### config.mk
export PLATFORM = sky130hd
export DESIGN_NAME = fifo_wr_adapter_flat
export DESIGN_NICKNAME = d
export VERILOG_FILES = /design/src/rtl/fifo_wr_adapter_if.sv /design/src/rtl/fifo_wr_adapter.sv /design/src/flat_wrapper.sv
export SDC_FILE = /design/constraint.sdc
export NUM_CORES = 1
export LEC_CHECK = 0
export ABC_AREA = 1
export CAP_MARGIN = 0
export CORE_MARGIN = 2
export CORE_UTILIZATION = 50
export DETAILED_ROUTE_END_ITERATION = 10
export PLACE_DENSITY_LB_ADDON = 0.3
export SLEW_MARGIN = 20
export SYNTH_ARGS = -nofsm -noshare
export SYNTH_HDL_FRONTEND = slang
export SYNTH_SLANG_ARGS = --single-unit
### constraint.sdc
create_clock -name w_clk -period 1.8 [get_ports w_clk]
set_clock_uncertainty 0.05 [all_clocks]
set_input_delay 0.27 -clock w_clk [delete_from_list [all_inputs] [get_ports w_clk]]
set_output_delay 0.27 -clock w_clk [all_outputs]
set_load 0.01 [all_outputs]
### src/rtl/fifo_wr_adapter_if.sv
// Stream-in / FIFO-push handshake bundle for fifo_wr_adapter.
// The slave modport is the adapter side; the master modport is the environment side.
interface fifo_wr_adapter_if #(
   parameter int DATA_WIDTH = 8
);
   logic                  s_valid;
   logic [DATA_WIDTH-1:0] s_data;
   logic                  s_ready;
   logic                  winc;
   logic [DATA_WIDTH-1:0] wdata;
   logic                  wfull;

   modport master (
      output s_valid, s_data, wfull,
      input  s_ready, winc, wdata
   );

   modport slave (
      input  s_valid, s_data, wfull,
      output s_ready, winc, wdata
   );
endinterface

### src/rtl/fifo_wr_adapter.sv
// Write-side skid-buffer front end for the async FIFO: valid/ready stream in,
// winc/wdata push out, plus word and stall statistics.
module fifo_wr_adapter #(
   parameter int DATA_WIDTH = 8,
   parameter int CNT_WIDTH  = 16
) (
   input  logic                 w_clk,
   input  logic                 w_rst,
   fifo_wr_adapter_if.slave     bus,
   input  logic                 cnt_clr,
   output logic [CNT_WIDTH-1:0] word_cnt,
   output logic [CNT_WIDTH-1:0] stall_cnt,
   output logic                 busy
);
   typedef enum logic [1:0] {EMPTY, ONE, TWO} state_t;

   state_t                state;
   state_t                state_nxt;
   logic [DATA_WIDTH-1:0] out_data;
   logic [DATA_WIDTH-1:0] skid_data;
   logic                  out_valid;
   logic                  push;
   logic                  pop;

   assign push = bus.s_valid & bus.s_ready;
   // The write controller gates winc with its own full flag, so this is its increment.
   assign pop  = out_valid & ~bus.wfull;

   always_ff @(posedge w_clk) begin
      if (w_rst) state <= EMPTY;
      else       state <= state_nxt;
   end

   always_comb begin
      state_nxt = state;
      case (state)
         EMPTY: if (push) state_nxt = ONE;
         ONE: begin
            if (push & ~pop)      state_nxt = TWO;
            else if (~push & pop) state_nxt = EMPTY;
         end
         TWO:   if (pop) state_nxt = ONE;
         default: state_nxt = EMPTY;
      endcase
   end

   // s_ready is a pure state decode, keeping wfull and s_valid off the ready path.
   always_comb begin
      out_valid   = (state != EMPTY);
      busy        = out_valid;
      bus.s_ready = (state != TWO) & ~w_rst;
      bus.winc    = out_valid;
      bus.wdata   = out_data;
   end

   always_ff @(posedge w_clk) begin
      if (w_rst) begin
         out_data  <= '0;
         skid_data <= '0;
      end else begin
         case (state)
            EMPTY: if (push) out_data <= bus.s_data;
            ONE: begin
               if (push & pop) out_data  <= bus.s_data;
               else if (push)  skid_data <= bus.s_data;
            end
            TWO:   if (pop) out_data <= skid_data;
            default: ;
         endcase
      end
   end

   always_ff @(posedge w_clk) begin
      if (w_rst | cnt_clr) begin
         word_cnt  <= '0;
         stall_cnt <= '0;
      end else begin
         if (pop) word_cnt <= word_cnt + CNT_WIDTH'(1);
         if (out_valid & bus.wfull & (stall_cnt != '1))
            stall_cnt <= stall_cnt + CNT_WIDTH'(1);
      end
   end
endmodule

### src/flat_wrapper.sv
// flat-port wrapper written by rule: the top's interface ports become plain ports
module fifo_wr_adapter_flat 
#(
   parameter int DATA_WIDTH = 8,
   parameter int CNT_WIDTH  = 16
)
  (w_clk, w_rst, cnt_clr, word_cnt, stall_cnt, busy, bus_s_valid, bus_s_data, bus_wfull, bus_s_ready, bus_winc, bus_wdata);
  fifo_wr_adapter_if #(.DATA_WIDTH(DATA_WIDTH)) bus_i ();
  input  logic w_clk;
  input  logic w_rst;
  input  logic cnt_clr;
  output logic [CNT_WIDTH-1:0] word_cnt;
  output logic [CNT_WIDTH-1:0] stall_cnt;
  output logic busy;
  input wire logic [$bits(bus_i.s_valid)-1:0] bus_s_valid;
  input wire logic [$bits(bus_i.s_data)-1:0] bus_s_data;
  input wire logic [$bits(bus_i.wfull)-1:0] bus_wfull;
  output wire logic [$bits(bus_i.s_ready)-1:0] bus_s_ready;
  output wire logic [$bits(bus_i.winc)-1:0] bus_winc;
  output wire logic [$bits(bus_i.wdata)-1:0] bus_wdata;
  assign bus_i.s_valid = bus_s_valid;
  assign bus_i.s_data = bus_s_data;
  assign bus_i.wfull = bus_wfull;
  assign bus_s_ready = bus_i.s_ready;
  assign bus_winc = bus_i.winc;
  assign bus_wdata = bus_i.wdata;
  fifo_wr_adapter #(.DATA_WIDTH(DATA_WIDTH), .CNT_WIDTH(CNT_WIDTH)) u_core (.w_clk(w_clk), .w_rst(w_rst), .bus(bus_i), .cnt_clr(cnt_clr), .word_cnt(word_cnt), .stall_cnt(stall_cnt), .busy(busy));
endmodule
==> results of run 1 <==
[worst max-delay path by stage]
stage	startpoint	to	slack (ns)	cells after the start
3_3_place_gp	w_rst	u_core.skid_data[0]	0.03	9
3_5_place_dp	w_rst	u_core.skid_data[0]	-0.04	9
6_report	u_core.state[1]	busy	0.06	3
5_1_grt	u_core.state[0]	busy	0.002	3
2_1_floorplan	u_core.stall_cnt[0]	u_core.stall_cnt[13]	0.19	9
4_1_cts	u_core.state[1]	busy	0.05	3
[area by class of cell]
class | instances | area, um2 | share of cell area, %
Inverter | 42 | 158 | 4.81
Clock inverter | 3 | 47.5 | 1.45
Clock buffer | 5 | 68.8 | 2.10
Timing Repair Buffer | 69 | 667 | 20.3
Tap cell | 67 | 83.8 | 2.56
Multi-Input combinational cell | 262 | 1250 | 38.2
Sequential cell | 50 | 1000 | 30.6
[where the power goes]
group	leakage (nW)	switching [mW]	internal, mW	total [mW]
registers	0.405	0.0248	1.14	1.17
clock network	0.0587	0.388	0.421	0.810
logic	0.755	0.181	0.162	0.343
[metal layers]
metal | part of all wire [%] | global-route usage [%]
met5 | 0 | 0
met4 | 1.2 | 7.47
met3 | 4.5 | 4.88
met2 | 45 | 32.6
met1 | 49 | 28.5
[worst register-to-register path, stage by stage (launching register included)]
cell and delay [ns]:
dfxtp_1 0.35, ha_1 0.21, nand2_1 0.07, nor2_1 0.12, nand2_2 0.13, nor2_1 0.15
nor2_2 0.06, buf_12 0.15, nand2_1 0.06, nand2_1 0.05, inv_1 0.06, nor2_1 0.04
[cell usage after synthesis (2+ instances only)]
library cell and count:
xor2_1 4, o21ai_0 28, clkbuf_1 2, nand2_1 83
nor3_1 3, a21oi_1 29, nand3_1 23, inv_2 6
inv_1 35, nor2_4 4, nand4_1 5, and2_1 2
o21ai_1 5, buf_4 3, nor2_1 62, buf_2 3
ha_1 2, xnor2_1 2, dfxtp_1 50
[sequential cells by signal, indices dropped and copies added, names as in the netlist]
register	cells
u_core.bus.wdata	8
u_core.skid_data	8
u_core.word_cnt	16
u_core.stall_cnt	16
u_core.state	2
[cell families after synthesis]
logic type | share of synthesized area, %
adders and majority gates | 1.02
buffers and inverters | 8.44
DFF | 40.9
and+or+nand+nor | 32.5
AOI/OAI and AO/OA | 15.0
xor gates and xnor gates | 2.15
[stage by stage]
step | cells | hold WS (ns) | cell area (um2) | utilization (%)
finish | 498 | 0.409 | 3280 | 69.4
global route | 498 | 0.424 | 3280 | 69.4
CTS | 498 | 0.408 | 3270 | 69.2
detailed placement | 490 | 0.392 | 3150 | 66.7
global placement | 490 | 0.385 | 3150 | 66.7
floorplan | 363 | 0.298 | 2450 | -
[what timing repair did]
action,in CTS,in global routing
gates resized for setup,3,2
buffers inserted,0,0
hold buffers,0,0
setup endpoints to repair,3,10
==> flow_summary.html, run 1 <==
<table>
<tr><th>Metric</th><th>Value</th></tr>
<tr><th colspan="2">Run status</th></tr>
<tr><td>Outcome</td><td>completed</td></tr>
<tr><th colspan="2">Yosys</th></tr>
<tr><td>Synthesized net count</td><td>378</td></tr>
<tr><td>Number of enable-type register cells in the synthesized netlist</td><td>0</td></tr>
<tr><td>Fraction of post-synthesis cell area in the top cell type by area</td><td>40.9%</td></tr>
<tr><td>Synthesized area per cell</td><td>6.74 um2</td></tr>
<tr><td>Synth async-reset ratio</td><td>0%</td></tr>
<tr><td>Ys Warns</td><td>0</td></tr>
<tr><td>Leading register cell type out of synthesis</td><td>dfxtp_1</td></tr>
<tr><td>Synth Instances</td><td>363</td></tr>
<tr><td>Yosys reg bits</td><td>50</td></tr>
<tr><td>Post-Synthesis Cell Area</td><td>2450 um2</td></tr>
<tr><td>Number of different library cells in the post-synthesis netlist</td><td>31</td></tr>
<tr><td>Top post-synthesis cells by area</td><td>dfxtp_1 (41%), nand2_1 (13%), nor2_1 (9.5%), a21oi_1 (5.9%), o21ai_0 (5.7%)</td></tr>
<tr><td>Area leader, netlist</td><td>dfxtp_1</td></tr>
<tr><td>Sequential fraction of the synthesis area</td><td>40.9%</td></tr>
<tr><th colspan="2">Critical path</th></tr>
<tr><td>Reg-to-Reg Start</td><td>u_core.stall_cnt[0]</td></tr>
<tr><td>Element type at the critical path start</td><td>flop</td></tr>
<tr><td>Data arrival time of the worst path</td><td>1.42 ns</td></tr>
<tr><td>Cells along the critical path</td><td>nor2_4 -&gt; inv_2 -&gt; clkdlybuf4s50_1</td></tr>
<tr><td>Number of buffers and inverters on the critical path</td><td>2</td></tr>
<tr><td>Crit-path leading delay family</td><td>buffers and inverters</td></tr>
<tr><td>Endpoint class of the critical path</td><td>output pin</td></tr>
<tr><td>Slowest-stage cell, CP</td><td>clkdlybuf4s50_1</td></tr>
<tr><td>Type of the worst setup path</td><td>flop to output pin</td></tr>
<tr><td>Maximum fanout encountered on the critical timing path</td><td>3</td></tr>
<tr><td>Worst endpoint required time</td><td>about 1.5 ns</td></tr>
<tr><td>Logic depth of the worst register-to-register path</td><td>11</td></tr>
<tr><td>R2r setup slk</td><td>0.21 ns</td></tr>
<tr><td>Capturing point of the worst reg2reg path</td><td>u_core.stall_cnt[11]</td></tr>
<tr><td>Largest incremental delay on the critical path</td><td>roughly 0.48 ns</td></tr>
<tr><th colspan="2">Die</th></tr>
<tr><td>Core Box Area</td><td>4720 um2</td></tr>
<tr><td>Die area</td><td>5470 um2</td></tr>
<tr><td>Initial cell density of the core</td><td>51.8%</td></tr>
<tr><td>Placement row count</td><td>25</td></tr>
<tr><td>Boundary pin count</td><td>56</td></tr>
<tr><td>Die Width</td><td>73.9 um</td></tr>
<tr><td>Y dimension of the die</td><td>73.9 um</td></tr>
<tr><th colspan="2">Timing</th></tr>
<tr><td>Worst setup margin</td><td>0.0568 ns</td></tr>
<tr><td>Share of the cycle needed by the critical path after routing</td><td>96.8%</td></tr>
<tr><td>Final Hold Fails</td><td>0</td></tr>
<tr><td>Worst max-slew margin expressed relative to the limit</td><td>a little under 80%</td></tr>
<tr><td>Total negative slack for setup checks</td><td>0 ns</td></tr>
<tr><td>Period minus WS final</td><td>1.74 ns</td></tr>
<tr><td>Fmax</td><td>0.574 GHz</td></tr>
<tr><td>Worst slew pin tran</td><td>approximately 0.31 ns</td></tr>
<tr><td>Fin. max-slew vios</td><td>0</td></tr>
<tr><td>Number of setup violations in the final report</td><td>0</td></tr>
<tr><td>RSZ-0062 raised after global routing</td><td>no</td></tr>
<tr><th colspan="2">Clock network</th></tr>
<tr><td>Maximum count of clock buffers along a single path</td><td>2</td></tr>
<tr><td>Total number of H-tree levels</td><td>2</td></tr>
<tr><td>Total clock buffers created by CTS</td><td>5</td></tr>
<tr><td>TritonCTS clock tree</td><td>built</td></tr>
<tr><td>Later-pin clock latency in the skew report</td><td>0.31 ns</td></tr>
<tr><td>Cell chosen for the clock root</td><td>clkbuf_8</td></tr>
<tr><td>Clock transition at the registers of the reported paths</td><td>0.10 ns</td></tr>
<tr><td>Clock sinks</td><td>50</td></tr>
<tr><th colspan="2">Layout</th></tr>
<tr><td>Fill cell instance count of the final layout</td><td>403</td></tr>
<tr><td>Most common library cell in the layout ignoring fill and taps</td><td>nand2_1</td></tr>
<tr><td>Count of antenna diodes in the layout</td><td>0</td></tr>
<tr><td>Nets</td><td>445</td></tr>
<tr><td>Ratio of cells with drive above 1 in the final layout</td><td>a little under a tenth</td></tr>
<tr><td>Layout overhead on the synthesized area</td><td>34.0%</td></tr>
<tr><td>Commonest non-fill, non-tap cells in the layout</td><td>nand2_1 (82), nor2_1 (61), clkdlybuf4s50_1 (54)</td></tr>
<tr><th colspan="2">Run</th></tr>
<tr><td>Count of max-cap constraint violations</td><td>0</td></tr>
<tr><th colspan="2">GRT</th></tr>
<tr><td>Global-route wire length before repair</td><td>between 9000 and 10,000 um</td></tr>
<tr><td>Total track usage</td><td>about a fifth</td></tr>
<tr><td>GR Overflow Total</td><td>0</td></tr>
<tr><td>Largest net degree at the start of global routing</td><td>23</td></tr>
<tr><td>Via count of the first global-routing pass</td><td>2,083</td></tr>
<tr><td>Antenna violations before repair</td><td>0</td></tr>
<tr><th colspan="2">Detailed routing</th></tr>
<tr><td>Vias per cell</td><td>4.98</td></tr>
<tr><td>Number of detailed-route iterations in the first pass</td><td>4</td></tr>
<tr><td>Detailed Route Iter0 Violations</td><td>between 150 and 200</td></tr>
<tr><td>Drt total wl</td><td>between 5000 and 6000 um</td></tr>
<tr><td>Detailed-route wire length per cell</td><td>11.1 um</td></tr>
<tr><td>Number of antenna-violating nets in the routed design</td><td>0</td></tr>
<tr><td>DR DRC count</td><td>0</td></tr>
<tr><td>Via count</td><td>2,478</td></tr>
<tr><th colspan="2">Pwr</th></tr>
<tr><td>PnR Total Power</td><td>2.32 mW</td></tr>
<tr><td>Peak ir drop on the vdd network</td><td>0.380 mV</td></tr>
<tr><td>Power per standard cell area</td><td>just over 700 nW/um2</td></tr>
<tr><td>Leakage</td><td>1.22 nW</td></tr>
<tr><th colspan="2">Min path</th></tr>
<tr><td>Class of the worst hold path</td><td>flop to flop</td></tr>
<tr><td>Critical hold path startpoint</td><td>u_core.skid_data[3]</td></tr>
<tr><td>End point of the most critical hold path</td><td>u_core.skid_data[3]</td></tr>
<tr><td>Hold Path Cell Cnt</td><td>2</td></tr>
<tr><th colspan="2">Placed design</th></tr>
<tr><td>Worst Setup Slack post-DPL</td><td>-0.0447 ns</td></tr>
<tr><td>Final RePlAce weighted congestion</td><td>slightly above 0.8</td></tr>
<tr><td>Sum of net half-perimeters after detailed placement</td><td>4020 um</td></tr>
<tr><td>Number of port buffers</td><td>55</td></tr>
</table>
Power figures use the tool's default switching activity.
==> run 2: changes to the inputs <==
Settings changed: HOLD_SLACK_MARGIN from default to 0.08.
==> results of run 2 <==
No change in the layout: final DEF, timing and power equal those of run 1.
